===== config.mk =====
export PLATFORM = sky130hd
export DESIGN_NAME = spram_rr_arbiter
export DESIGN_NICKNAME = d
export VERILOG_FILES = /design/src/rtl/spram_rr_arbiter.sv
export SDC_FILE = /design/constraint.sdc
export NUM_CORES = 1
export LEC_CHECK = 0
export ABC_CLOCK_PERIOD_IN_PS = 1500
export CAP_MARGIN = 20
export CORE_UTILIZATION = 37
export CTS_CLUSTER_SIZE = 10
export DETAILED_ROUTE_END_ITERATION = 12
export PLACE_DENSITY = 0.76
export SKIP_LAST_GASP = 1
export SYNTH_ARGS = -nofsm -noshare
export SYNTH_HDL_FRONTEND = slang
export SYNTH_SLANG_ARGS = --single-unit
export TNS_END_PERCENT = 30

===== constraint.sdc =====
create_clock -name in_clk -period 1.5 [get_ports in_clk]
set_clock_uncertainty 0.2 [all_clocks]
set_input_delay 0.375 -clock in_clk [delete_from_list [all_inputs] [get_ports in_clk]]
set_output_delay 0.375 -clock in_clk [all_outputs]
set_load 0.1 [all_outputs]

===== src/rtl/spram_rr_arbiter.sv =====
// Two-requester round-robin arbiter in front of one single-port RAM.
// Ports: clk/rst, two valid/ready command channels (we/addr/wdata),
// two response channels (valid pulse + rdata), and the RAM port pair.
module spram_rr_arbiter #(
    parameter int ADDR_W = 8,
    parameter int DATA_W = 8,
    parameter int RD_LAT = 1
) (
    input  logic              in_clk,
    input  logic              in_rst,
    input  logic              in_req0_valid,
    output logic              out_req0_ready,
    input  logic              in_req0_we,
    input  logic [ADDR_W-1:0] in_req0_addr,
    input  logic [DATA_W-1:0] in_req0_wdata,
    output logic              out_rsp0_valid,
    output logic [DATA_W-1:0] out_rsp0_rdata,
    input  logic              in_req1_valid,
    output logic              out_req1_ready,
    input  logic              in_req1_we,
    input  logic [ADDR_W-1:0] in_req1_addr,
    input  logic [DATA_W-1:0] in_req1_wdata,
    output logic              out_rsp1_valid,
    output logic [DATA_W-1:0] out_rsp1_rdata,
    output logic              out_ram_en,
    output logic              out_ram_we,
    output logic [ADDR_W-1:0] out_ram_addr,
    output logic [DATA_W-1:0] out_ram_wdata,
    input  logic [DATA_W-1:0] in_ram_rdata
);

    logic              last_grant;
    logic              grant0;
    logic              grant1;
    logic              accept;
    logic              sel_id;
    logic              sel_we;
    logic [ADDR_W-1:0] sel_addr;
    logic [DATA_W-1:0] sel_wdata;

    logic              ram_en_q;
    logic              ram_we_q;
    logic [ADDR_W-1:0] ram_addr_q;
    logic [DATA_W-1:0] ram_wdata_q;

    // Stage k holds the tag of the command issued to the RAM k cycles ago;
    // the last stage lines up with the cycle its read data is on the bus.
    logic [RD_LAT:0]   tag_rd;
    logic [RD_LAT:0]   tag_id;

    logic              rsp0_valid_q;
    logic              rsp1_valid_q;
    logic [DATA_W-1:0] rsp0_rdata_q;
    logic [DATA_W-1:0] rsp1_rdata_q;

    // On contention the requester that did not win last time goes first.
    always_comb begin
        grant0 = 1'b0;
        grant1 = 1'b0;
        if (!in_rst) begin
            grant0 = in_req0_valid && (!in_req1_valid || last_grant);
            grant1 = in_req1_valid && (!in_req0_valid || !last_grant);
        end
    end

    assign accept    = grant0 | grant1;
    assign sel_id    = grant1;
    assign sel_we    = grant1 ? in_req1_we    : in_req0_we;
    assign sel_addr  = grant1 ? in_req1_addr  : in_req0_addr;
    assign sel_wdata = grant1 ? in_req1_wdata : in_req0_wdata;

    assign out_req0_ready = grant0;
    assign out_req1_ready = grant1;

    always_ff @(posedge in_clk) begin
        if (in_rst) begin
            last_grant   <= 1'b1;
            ram_en_q     <= 1'b0;
            ram_we_q     <= 1'b0;
            ram_addr_q   <= '0;
            ram_wdata_q  <= '0;
            tag_rd       <= '0;
            tag_id       <= '0;
            rsp0_valid_q <= 1'b0;
            rsp1_valid_q <= 1'b0;
            rsp0_rdata_q <= '0;
            rsp1_rdata_q <= '0;
        end else begin
            if (accept) begin
                last_grant  <= sel_id;
                ram_addr_q  <= sel_addr;
                ram_wdata_q <= sel_wdata;
            end
            ram_en_q <= accept;
            ram_we_q <= accept && sel_we;
            tag_rd   <= {tag_rd[RD_LAT-1:0], accept && !sel_we};
            tag_id   <= {tag_id[RD_LAT-1:0], sel_id};

            rsp0_valid_q <= tag_rd[RD_LAT] && !tag_id[RD_LAT];
            rsp1_valid_q <= tag_rd[RD_LAT] && tag_id[RD_LAT];
            if (tag_rd[RD_LAT] && !tag_id[RD_LAT]) begin
                rsp0_rdata_q <= in_ram_rdata;
            end
            if (tag_rd[RD_LAT] && tag_id[RD_LAT]) begin
                rsp1_rdata_q <= in_ram_rdata;
            end
        end
    end

    // Outputs are forced low while reset is held, including the first
    // reset cycle before the registers have been cleared.
    assign out_ram_en     = ram_en_q && !in_rst;
    assign out_ram_we     = ram_we_q && !in_rst;
    assign out_ram_addr   = in_rst ? '0 : ram_addr_q;
    assign out_ram_wdata  = in_rst ? '0 : ram_wdata_q;
    assign out_rsp0_valid = rsp0_valid_q && !in_rst;
    assign out_rsp1_valid = rsp1_valid_q && !in_rst;
    assign out_rsp0_rdata = in_rst ? '0 : rsp0_rdata_q;
    assign out_rsp1_rdata = in_rst ? '0 : rsp1_rdata_q;

endmodule


# --- Yosys cells after proc, flatten, opt, wreduce, memory -nomap -nowiden ---
# Index checks and enable logic that the tools add are counted.
totals:
  ff_bits: 41
  out_inout_bits: 38
  in_bits: 46
op_classes:
  bitwise: 1
  muxes: 9
  reduce_logical: 18
ops:
  columns: ["cell", "n"]
  rows:
  - ["8-bit 2-to-1 mux", 6]
  - ["1-bit logical AND", 10]
  - ["1-bit logical NOT", 6]
  - ["1-bit 2-to-1 mux", 3]
  - ["1-bit logical OR", 2]
  - ["1-bit OR", 1]

# --- Logic depth before layout (Yosys ltp) ---
depth:
  ltp_word: 7
  ltp_mapped: 6
  ltp_nobuf: 3

# --- Worst setup path after synthesis ---
# OpenSTA, ideal clock, no wires.
synth_path:
  kind: "in2out"
  start: "input port in_rst"
  end: "output port out_rsp0_rdata[0]"
  path_slack_ps: -1136
  arrival_time_ps: 2061
  stages: 3
  path_buffers: 2
  required_ps: 925
  cell_sequence: "buf_6 clkbuf_1 nor2b_1"
synth_between:
  elab_chain_len: 1
synth_rtl:
  columns: ["item", "line_no", "source"]
  rows:
  - ["from (decl)", "10", "input logic in_rst,"]
  - ["8-bit 2-to-1 mux", "118", "assign out_rsp0_rdata = in_rst ? '0 : rsp0_rdata_q;"]
  - ["to (decl)", "17", "output logic [DATA_W-1:0] out_rsp0_rdata,"]
# No other way between the ends.

# --- Worst setup path in the final report ---
layout_path:
  start: "register last_grant"
  end: "output port out_req1_ready"
layout_between:
  elab_chain_len: 4
layout_rtl:
  columns: ["item", "line_no", "source"]
  rows:
  - ["from (decl)", "32", "logic last_grant;"]
  - ["from (signal assigned)", "90", "last_grant <= sel_id;"]
  - ["1-bit logical NOT", "62", "grant1 = in_req1_valid && (!in_req0_valid || !last_grant);"]
  - ["1-bit logical OR", "62", null]
  - ["1-bit logical AND", "62", null]
  - ["1-bit 2-to-1 mux", "60", "if (!in_rst) begin"]
  - ["to (decl)", "19", "output logic out_req1_ready,"]
# No other way between the ends.

==> metrics.txt <==
top cell type's share of synthesized area 0.454; final hold viol count 0; Clock Latency Late Sink 290 ps; core region area 4720 um^2; hpwl dp 3.73 mm; CP Launch Type flip-flop; register area share after synthesis 0.454; area of the multi-input gates 1140 um^2; number of library cell types mapped by synthesis 27; largest cells by area after synthesis dfxtp_1, nor2b_1, o22a_1; Crit. End Element primary output; Clock Tree Buf Depth 2; Residual DRC 0; transition time of the tightest slew-check pin 473 ps; Num CTS Buffers 5; Final Instance Count excl. Fillers 377; CTS tree yes; critical-path cell list and2_4 -> or2_4 -> clkinvlp_4 -> buf_12; RSZ-0062 raised after global routing yes; top post-synthesis cells by count dfxtp_1, nor2b_1, nor2_1; Max-cap violations 0; # nets final 357; Post-Route WL 5.66 mm; Mapped Nets 244; layout cells sized above 1 0.445; design area 3780 um^2; DR iter-0 viols 74; Syn. warnings 0; CTS root buf clkbuf_8; asr flop ratio synth 0; Worst slew margin 0.685; Yosys reg bits 41; ys flop type dfxtp_1; Peak VDD IR 490 uV; Slowest cell on crit path dfxtp_2; final max-slew violation count 0; average size of a mapped cell 9.13 um^2; highest clock rate 555 MHz; Hold Path Class flip-flop to flip-flop; H-tree levels 2; area leader, netlist dfxtp_1; fillcell total 297; vias 1916; CP Buf/Inv Count 2; port buffer count 83; EDFF count, synth 0; global-route wire length before repair 9.03 mm; Routed Antenna Nets 0; Pleak 1.47 nW; cell family with most CP delay simple AND/OR/NAND/NOR gates; register area 827 um^2; crit share post-route 1.20; initial antenna violation count 0; Initial Util 0.383; Vias/cell 5.08; Hold-fix buffers, CTS 0; full die area 5170 um^2; most numerous cell in the Yosys netlist dfxtp_1; Crit Path Max Fanout 2; Critical Path AT 1230 ps; WS Path Type flip-flop to primary output; Cells after DPL 353; fin worst setup slack -303 ps; cells after synthesis 198; Setup TNS Final -4440 ps; Top Ports 84; failing checks negative setup slack; GRT overflow 0; Vert. Die Dim 71.9 um; Final Power 2.97 mW; Worst path max stage delay 320 ps; all-layer global routing usage 0.227; Cell Area, Synth 1810 um^2; Die Width 71.9 um; Clock Sinks 41; clock slew at reported path FFs 70 ps; Pwr per Cell Area 784 nW/um^2; Period minus WS final 1800 ps; largest net degree at the start of global routing 20; Pre-antenna DRT Iters 4; CP Data Required Time 920 ps; vias in the first global route 1989; DR WL/cell 15.0 um; Ant. Diodes 0; status finished with violations; final setup vio count 38; Placement Cell Area 3480 um^2; Layout area overhead 109%; placer's final routability congestion estimate 0.793; # rows 25
==> cells by family (layout without fill, tap and decap cells) <==
group,Yosys count,after routing,synth area share
and+or+nand+nor,68,68,0.213
AOI/OAI and AO/OA,66,66,0.272
DFF,41,41,0.454
buffers and inverters,23,135,0.0609
==> power by group <==
part	internal, mW	leakage [nW]	switching (mW)
clock	0.306	0.0399	0.361
sequential	1.16	0.339	0.0216
combinational	0.504	1.09	0.610
total	1.97	1.47	0.992
==> final timing paths <==
| kind | slack (ps) | startpoint | end | cells after the start |
|---|---|---|---|---|
| worst max-delay path | -300 | last_grant | out_req1_ready | 4 |
| worst min-delay path | 230 | tag_rd[0] | tag_rd[1] | 1 |
| worst max register to register | 70 | last_grant | ram_wdata_q[7] | 4 |
| worst min register to register | 230 | tag_rd[0] | tag_rd[1] | 1 |
==> state kept, by name, summed over array words and instances (netlist names), 2 cells and up <==
signal	count
ram_addr_q	8
ram_wdata_q	8
rsp0_rdata_q	8
rsp1_rdata_q	8
tag_id	2
tag_rd	2
==> through the flow <==
step	utilization	hold WS (ps)	worst slack (ps)
floorplan	-	214	-399
global placement	0.737	216	-539
detailed placement	0.737	226	-570
CTS	0.786	229	-312
global route	0.801	237	-344
finish	0.801	233	-303
==> cell type report <==
class                      count  area share
clock inverter                 1     0.00132
timing repair buffer         124       0.432
sequential                    41       0.219
tap                           67      0.0222
multi-input combinational    134       0.302
inverter                       5     0.00595
clock buffer                   5      0.0182
==> routing by layer <==
layer / track usage / share of wire
met2: 0.423 / 0.52
met3: 0.0708 / 0.060
met1: 0.245 / 0.40
met4: 0.0654 / 0.021
met5: 0 / 0
==> placed cells by master, fill, tap and decap left out, drive strengths merged, types with 6 or more instances in the layout <==
| cell type | synthesis | layout |
|---|---|---|
| a31oi | 14 | 14 |
| buf | 8 | 79 |
| clkbuf | 10 | 6 |
| clkdlybuf4s50 | 0 | 42 |
| dfxtp | 41 | 41 |
| nor2 | 19 | 19 |
| nor2b | 38 | 38 |
| o2111ai | 15 | 15 |
| o21ai | 16 | 16 |
| o22a | 16 | 16 |
==> timing repair <==
| item | in CTS | in global routing |
|---|---|---|
| gates resized for setup | 12 | 6 |
| pin swaps | 1 | 0 |
| setup buffers | 9 | 6 |
| endpoints found under the setup margin | 57 | 45 |
| cloned | 2 | 1 |
| hold endpoints to repair | 0 | 0 |
Power figures use the tool's default switching activity.
